--- config.mk ---
export PLATFORM = sky130hd
export DESIGN_NAME = noc_credit_link_tx
export DESIGN_NICKNAME = d
export VERILOG_FILES = /design/src/rtl/noc_credit_link_tx.sv
export SDC_FILE = /design/constraint.sdc
export NUM_CORES = 1
export LEC_CHECK = 0
export BUFFER_PORTS_ARGS = -buffer_cell sky130_fd_sc_hd__clkbuf_2
export CAP_MARGIN = 5
export CELL_PAD_IN_SITES_DETAIL_PLACEMENT = 0
export CELL_PAD_IN_SITES_GLOBAL_PLACEMENT = 1
export CORE_MARGIN = 2
export CORE_UTILIZATION = 37
export CTS_CLUSTER_DIAMETER = 200
export DETAILED_ROUTE_END_ITERATION = 10
export GPL_ROUTABILITY_DRIVEN = 0
export PLACE_DENSITY_LB_ADDON = 0.08
export SLEW_MARGIN = 5
export SYNTH_ARGS = -nofsm -noshare
export SYNTH_HDL_FRONTEND = slang
export SYNTH_SLANG_ARGS = --single-unit
--- constraint.sdc ---
create_clock -name clk_noc -period 6.3 [get_ports clk_noc]
set_clock_uncertainty 0.1 [all_clocks]
set_input_delay 1.575 -clock clk_noc [delete_from_list [all_inputs] [get_ports clk_noc]]
set_output_delay 1.575 -clock clk_noc [all_outputs]
set_load 0.05 [all_outputs]
--- src/rtl/noc_credit_link_tx.sv ---
// Credit-based flit transmitter for one router-to-router link.
// Forwards a valid/ready flit stream onto the link with one cycle of latency.
// It never sends more flits than the downstream buffer has returned credits for.
// It also tracks packet framing and raises sticky protocol error flags.
module noc_credit_link_tx #(
    parameter int FLIT_WIDTH        = 32,
    parameter int DEST_WIDTH        = 6,
    parameter int FLIT_BUFFER_DEPTH = 4,
    parameter int CREDIT_WIDTH      = $clog2(FLIT_BUFFER_DEPTH + 1)
) (
    input  logic                    clk_noc,
    input  logic                    rst_n,
    input  logic                    in_valid,
    output logic                    in_ready,
    input  logic [FLIT_WIDTH-1:0]   in_data,
    input  logic [DEST_WIDTH-1:0]   in_dest,
    input  logic                    in_is_tail,
    output logic [FLIT_WIDTH-1:0]   data_out,
    output logic [DEST_WIDTH-1:0]   dest_out,
    output logic                    is_tail_out,
    output logic                    send_out,
    input  logic                    credit_in,
    output logic [CREDIT_WIDTH-1:0] credits_avail,
    output logic                    in_packet,
    output logic                    err_credit_overflow,
    output logic                    err_dest_change
);

    typedef enum logic [0:0] {
        IDLE = 1'b0,
        BODY = 1'b1
    } state_t;

    localparam logic [CREDIT_WIDTH-1:0] CREDIT_MAX  = CREDIT_WIDTH'(FLIT_BUFFER_DEPTH);
    localparam logic [CREDIT_WIDTH-1:0] CREDIT_ONE  = {{(CREDIT_WIDTH-1){1'b0}}, 1'b1};
    localparam logic [CREDIT_WIDTH-1:0] CREDIT_ZERO = {CREDIT_WIDTH{1'b0}};

    state_t                  state_r;
    state_t                  state_nxt_s;
    logic [CREDIT_WIDTH-1:0] credits_r;
    logic [CREDIT_WIDTH-1:0] credits_nxt_s;
    logic [DEST_WIDTH-1:0]   pkt_dest_r;
    logic [DEST_WIDTH-1:0]   pkt_dest_nxt_s;
    logic                    fire_s;
    logic                    ovf_s;
    logic                    dest_err_s;

    // Ready depends only on the registered count, so credit_in never reaches in_ready in the same cycle.
    assign in_ready      = (credits_r != CREDIT_ZERO);
    assign fire_s        = in_valid & in_ready;
    assign credits_avail = credits_r;
    assign in_packet     = (state_r == BODY);

    // Next credit count: minus one per flit sent, plus one per credit returned, saturating at full.
    always_comb begin
        credits_nxt_s = credits_r;
        ovf_s         = 1'b0;
        case ({fire_s, credit_in})
            2'b10: begin
                credits_nxt_s = credits_r - CREDIT_ONE;
            end
            2'b01: begin
                if (credits_r == CREDIT_MAX) begin
                    ovf_s = 1'b1;
                end else begin
                    credits_nxt_s = credits_r + CREDIT_ONE;
                end
            end
            default: begin
                credits_nxt_s = credits_r;
            end
        endcase
    end

    // Packet framing FSM: next state, captured head destination, destination-change detection.
    always_comb begin
        state_nxt_s    = state_r;
        pkt_dest_nxt_s = pkt_dest_r;
        dest_err_s     = 1'b0;
        case (state_r)
            IDLE: begin
                if (fire_s && !in_is_tail) begin
                    state_nxt_s    = BODY;
                    pkt_dest_nxt_s = in_dest;
                end else begin
                    state_nxt_s = IDLE;
                end
            end
            BODY: begin
                if (fire_s) begin
                    dest_err_s = (in_dest != pkt_dest_r);
                    if (in_is_tail) begin
                        state_nxt_s = IDLE;
                    end else begin
                        state_nxt_s = BODY;
                    end
                end else begin
                    state_nxt_s = BODY;
                end
            end
            default: begin
                state_nxt_s = IDLE;
            end
        endcase
    end

    // Credit counter and sticky error flags.
    always_ff @(posedge clk_noc or negedge rst_n) begin
        if (!rst_n) begin
            credits_r           <= CREDIT_MAX;
            err_credit_overflow <= 1'b0;
            err_dest_change     <= 1'b0;
        end else begin
            credits_r           <= credits_nxt_s;
            err_credit_overflow <= err_credit_overflow | ovf_s;
            err_dest_change     <= err_dest_change | dest_err_s;
        end
    end

    // Framing state register.
    always_ff @(posedge clk_noc or negedge rst_n) begin
        if (!rst_n) begin
            state_r    <= IDLE;
            pkt_dest_r <= {DEST_WIDTH{1'b0}};
        end else begin
            state_r    <= state_nxt_s;
            pkt_dest_r <= pkt_dest_nxt_s;
        end
    end

    // Link output registers: capture the flit on a fire; otherwise hold the payload and drop send_out.
    always_ff @(posedge clk_noc or negedge rst_n) begin
        if (!rst_n) begin
            data_out    <= {FLIT_WIDTH{1'b0}};
            dest_out    <= {DEST_WIDTH{1'b0}};
            is_tail_out <= 1'b0;
            send_out    <= 1'b0;
        end else if (fire_s) begin
            data_out    <= in_data;
            dest_out    <= in_dest;
            is_tail_out <= in_is_tail;
            send_out    <= 1'b1;
        end else begin
            send_out    <= 1'b0;
        end
    end

endmodule

## Word-level counts from Yosys, hierarchy flattened

Cells that the tools add are included.

| cells by class | value |
|---|---|
| equality and inequality tests | 5 |
| reductions and logical operators | 6 |
| muxes and demuxes | 11 |
| add/sub/neg operators | 2 |
| bitwise gates (word level) | 4 |

Operator list:

| cell | count |
|---|---|
| $mux W1 | 8 |
| $ne A6 B6 Y1 | 1 |
| $pmux W3 S2 | 1 |
| $reduce_and A2 Y1 | 2 |
| $add A3 B1 Y3 const B | 1 |
| $eq A3 B3 Y1 const B | 1 |
| $mux W3 | 1 |
| $reduce_bool A3 Y1 | 1 |
| $sub A3 B1 Y3 const B | 1 |
| $eq A2 B1 Y1 const B | 1 |
| $eq A2 B2 Y1 const B | 1 |
| $ne A2 B2 Y1 const B | 1 |
| $or A1 B1 Y1 | 2 |
| $pmux W1 S2 | 1 |
| $reduce_bool A2 Y1 | 1 |
| $and A1 B1 Y1 | 1 |
| $logic_and A1 B1 Y1 | 1 |
| $logic_not A1 Y1 | 1 |
| $not A1 Y1 | 1 |

| storage, ports and cells | value |
|---|---|
| output and inout port bits | 47 |
| register bits | 52 |

## Longest topological paths before layout

| depth | value |
|---|---|
| word-level depth | 5 |
| mapped depth | 8 |

## Worst setup path before layout

OpenSTA, ideal clock, no wires.

| path | value |
|---|---|
| path kind | input -> register |
| start | input port in_valid |
| end | register credits_r[1] (netlist: credits_avail[1]) |
| data arrival time | 3.181 ns |
| stages on the path | 8 |
| setup slack | 2.893 ns |
| cells stage by stage | buf_2 > o31ai_4 > clkbuf_1 > nand2_1 > fa_1 > nand3_1 > o21ai_0 > a221o_1 |

| on the way | value |
|---|---|
| elaborated cells on any way between the ends | 7 |
| those cells by class | eq/ne: 3; mux: 1; bitwise: 1; reduce/logical: 2 |

RTL lines:

| item | RTL line | source |
|---|---|---|
| from (decl) | 13 | `input logic in_valid,` |
| $and A1 B1 Y1 * | 50 | `assign fire_s = in_valid & in_ready;` |
| $eq A2 B1 Y1 or $eq A2 B2 Y1 (tied branches) | 58 | `case ({fire_s, credit_in})` |
| $pmux W3 S2 * | 58 |  |
| via credits_nxt_s[1] | 41 | `logic [CREDIT_WIDTH-1:0] credits_nxt_s;` |
| to (signal assigned) | 114 | `credits_r <= credits_nxt_s;` |
| to (decl) | 40 | `logic [CREDIT_WIDTH-1:0] credits_r;` |

Mark *: on every way through the listed nets, which the timed path passes. The rest lies on a longest branch.
A chain may end at the register's enable or synchronous reset.

## Worst setup path in the final report

| path | value |
|---|---|
| start | register credits_r[1] (netlist: credits_avail[1]) |
| end | output port in_ready |

| on the way | value |
|---|---|
| cells in the longest elaborated chain, start to end | 1 |

Ends and longest elaborated chain:

| item | RTL line | source |
|---|---|---|
| $reduce_bool A3 Y1 | 49 | `assign in_ready = (credits_r != CREDIT_ZERO);` |
| to (decl) | 14 | `output logic in_ready,` |

Every way passes these cells.

==> results.py <==
metrics = {
    "finish": {
        "area_delta_synth_final_pct": 27.4,
        "antenna_cells": 0,
        "multi_input_area_um2": 810,
        "instances_no_fill": 387,
        "fin_area_mm2": 0.00278,
        "fin_util": 0.496,
        "fill_cells": 564,
        "layout-drive-gt1-share": 0.337,
        "layout.nets": 360,
        "regArea_mm2": 0.00130,
    },
    "placed_design": {
        "dp.cells": 381,
        "placed_cell_area_mm2": 0.00268,
        "portBuffers": 89,
        "dp_hpwl_um": 3350,
        "detailedPlace.worstSlack_ns": 2.95,
    },
    "critical_path": {
        "required_ns": 4.62,
        "arrival_ns": 1.43,
        "critical-path-max-stage-delay_ns": 0.51,
        "r2r_slack_ns": 3.87,
        "cp_max_fo": 8,
        "crit_chain": "or3_1 -> clkbuf_2",
        "critical_path_class": "reg2out",
        "r2r-end": "credits_avail[1]$_DFFE_PN0P_",
        "startpoint_type": "register",
        "reg2reg_from": "credits_avail[1]$_DFFE_PN0P_",
        "cp-end-kind": "output port",
        "slowest_stage": "dfrtp_1",
        "reg2reg_depth": 6,
    },
    "min_path": {
        "min_from": "err_credit_overflow$_DFF_PN0_",
        "min_path_cells": 1,
        "hold_path.class": "reg2reg",
        "hold_end": "err_credit_overflow$_DFF_PN0_",
    },
    "yosys": {
        "synthDistinctLibCells": 28,
        "synth_top_family_by_area": "simple AND/OR/NAND/NOR gates",
        "syn-num-nets": 274,
        "synth_compound_area_frac": 0.0625,
        "yosys-mux-area-fraction": 0.0459,
        "synth-adder-area-share": 0.00917,
        "syn-cell-area_mm2": 0.00218,
        "yosys_register_bits": 52,
        "syn_avg_cell_area_um2": 9.49,
        "synth-simple-area-share": 0.229,
        "seq_area_frac_synth": 0.597,
        "synthCells": 230,
        "yosysWarnings": 0,
        "yosys.area_share.xor_xnor": 0.0241,
    },
    "power": {
        "cellPowerDensity_mw_per_mm2": 518,
        "p_switching_mw": 0.699,
        "power.total_mw": 1.44,
        "leakage_nw": 1.57,
        "pwr-share-comb": 0.477,
        "p_clk_frac": 0.149,
        "sw_frac_of_total": 0.485,
        "seqPwrFrac": 0.374,
        "p_int_mw": 0.741,
        "irDropWorstVdd_v": 0.000269,
    },
    "routing": {
        "first_pass_iters": 4,
        "drc_errors": 0,
        "vias": 1759,
        "first_iter_violations": 113,
        "ant_nets": 0,
        "wl_um": 4770,
        "wl_per_cell_um": 12.3,
        "via_per_inst": 4.55,
    },
    "floorplanning": {
        "coreArea_mm2": 0.00561,
        "ios": 90,
        "rows": 27,
        "dieArea_mm2": 0.00653,
        "die_y_um": 80.8,
        "dieWidth_um": 80.8,
        "initial_core_util": 0.389,
    },
    "timing": {
        "tns_ns": 0,
        "finalCritPeriodShare": 0.493,
        "hold_violations": 0,
        "rsz0062_at_grt": "false",
        "slew_headroom": 0.536,
        "worstMarginPinSlew_ns": 0.696,
        "min_period_ns": 3.10,
        "fmax_mhz": 322,
        "setup_ws_ns": 3.20,
        "setup_viol": 0,
        "holdWs_ns": 0.373,
        "slew_violations": 0,
    },
    "cts": {
        "postCtsHoldBufs": 0,
        "cts.sink_count": 52,
        "post_cts_resized": 0,
        "cts_tree": "yes",
        "htree_levels": 2,
        "postCtsSetupBuffers": 0,
        "cts_root_buf": "clkbuf_8",
        "cts.path.max_buffers": 2,
        "cts.clk_slew.worst_paths_ns": 0.08,
        "numCtsBuffers": 5,
        "clk_latency_ns": 0.30,
    },
    "global_route": {
        "grt_first_pass_wirelength_um": 8150,
        "grt_max_degree": 53,
        "antenna_found_initial": 0,
        "grt_use_total": 0.162,
        "gr-total-overflow": 0,
        "grt_pass1_vias": 1734,
    },
    "outcome": {
        "status": "finished clean",
    },
    "job": {
        "drv_cap": 0,
    },
}
cells by family (layout without fill, tap and decap cells):
logic type | count (synthesis) | count (layout)
AND/OR/NAND/NOR | 130 | 130
flip-flops | 52 | 52
AO/OA/AOI/OAI | 17 | 17
buffers and inverters | 17 | 102
multiplexers | 7 | 7
XOR/XNOR | 6 | 6
adder cells (fa/ha/maj) | 1 | 1
power by group through the flow:
stage,Clock (mW),Sequential (mW),Combinational [mW]
2_1_floorplan,0,0.853,0.219
6_report,0.215,0.538,0.687
3_3_place_gp,0,0.548,0.688
5_1_grt,0.237,0.558,0.744
4_1_cts,0.225,0.540,0.695
3_5_place_dp,0,0.546,0.696
critical path: cells and delay by family, from the launching register on:
family | cells | cell delay (ns)
flip-flops | 1 | 0.51
buffers and inverters | 1 | 0.24
AND/OR/NAND/NOR | 1 | 0.39
routing by layer:
metal,wire [um],vias to the layer above,track usage
li1,-,892,-
met1,2150,798,0.218
met2,2180,61,0.256
met3,383,8,0.0478
met4,60,0,0.0508
met5,0,-,0
placed cells by master (no fill, tap or decap), types with 4 or more instances in the layout:
| cell | netlist | layout |
|---|---|---|
| clkbuf_8 | 0 | 5 |
| nand2_1 | 119 | 119 |
| clkbuf_2 | 0 | 89 |
| xor2_1 | 6 | 6 |
| a21oi_1 | 6 | 6 |
| mux2_4 | 6 | 6 |
| inv_1 | 4 | 4 |
| dfrtp_1 | 51 | 51 |
| nor2_1 | 5 | 5 |
flip-flops by register name (all words and copies together), names as in the netlist, named ones only:
name,count
data_out,32
dest_out,6
pkt_dest_r,6
credits_avail,3
err_credit_overflow,1
err_dest_change,1
is_tail_out,1
send_out,1
how the worst max path moves through the flow:
stage,endpoint,startpoint,cells past startpoint
after floorplan,credits_avail[1]$_DFFE_PN0P_,in_valid,8
after global placement,pkt_dest_r[1]$_DFFE_PN0P_,in_valid,5
after detailed placement,pkt_dest_r[1]$_DFFE_PN0P_,in_valid,5
after CTS,in_ready,credits_avail[1]$_DFFE_PN0P_,2
after global routing,err_dest_change$_DFF_PN0_,in_valid,6
final,in_ready,credits_avail[1]$_DFFE_PN0P_,2
cell type report:
| type | instances | area share |
|---|---|---|
| Multi-Input combinational cell | 161 | 0.291 |
| Inverter | 5 | 0.00675 |
| Clock inverter | 1 | 0.0108 |
| Timing Repair Buffer | 91 | 0.166 |
| Tap cell | 72 | 0.0324 |
| Sequential cell | 52 | 0.468 |
| Clock buffer | 5 | 0.0248 |
synthesized netlist by cell type (all sizes together):
cell | number | area, um^2
a211oi | 1 | 7.51
a21oi | 6 | 30.0
a221o | 1 | 10.0
a41o | 1 | 10.0
buf | 3 | 17.5
clkbuf | 9 | 33.8
dfrtp | 51 | 1280
dfstp | 1 | 26.3
fa | 1 | 20.0
inv | 5 | 18.8
mux2 | 6 | 90.1
mux2i | 1 | 10.0
nand2 | 119 | 447
nand2b | 1 | 6.26
nand3 | 1 | 5.00
nor2 | 5 | 18.8
nor3 | 1 | 5.00
nor4 | 1 | 6.26
o21a | 1 | 7.51
o21ai | 1 | 5.00
o21bai | 1 | 7.51
o221ai | 2 | 17.5
o31ai | 1 | 21.3
o32a | 2 | 20.0
or3 | 2 | 12.5
xor2 | 6 | 52.6
Note: power is estimated with default switching activity, not from simulation.
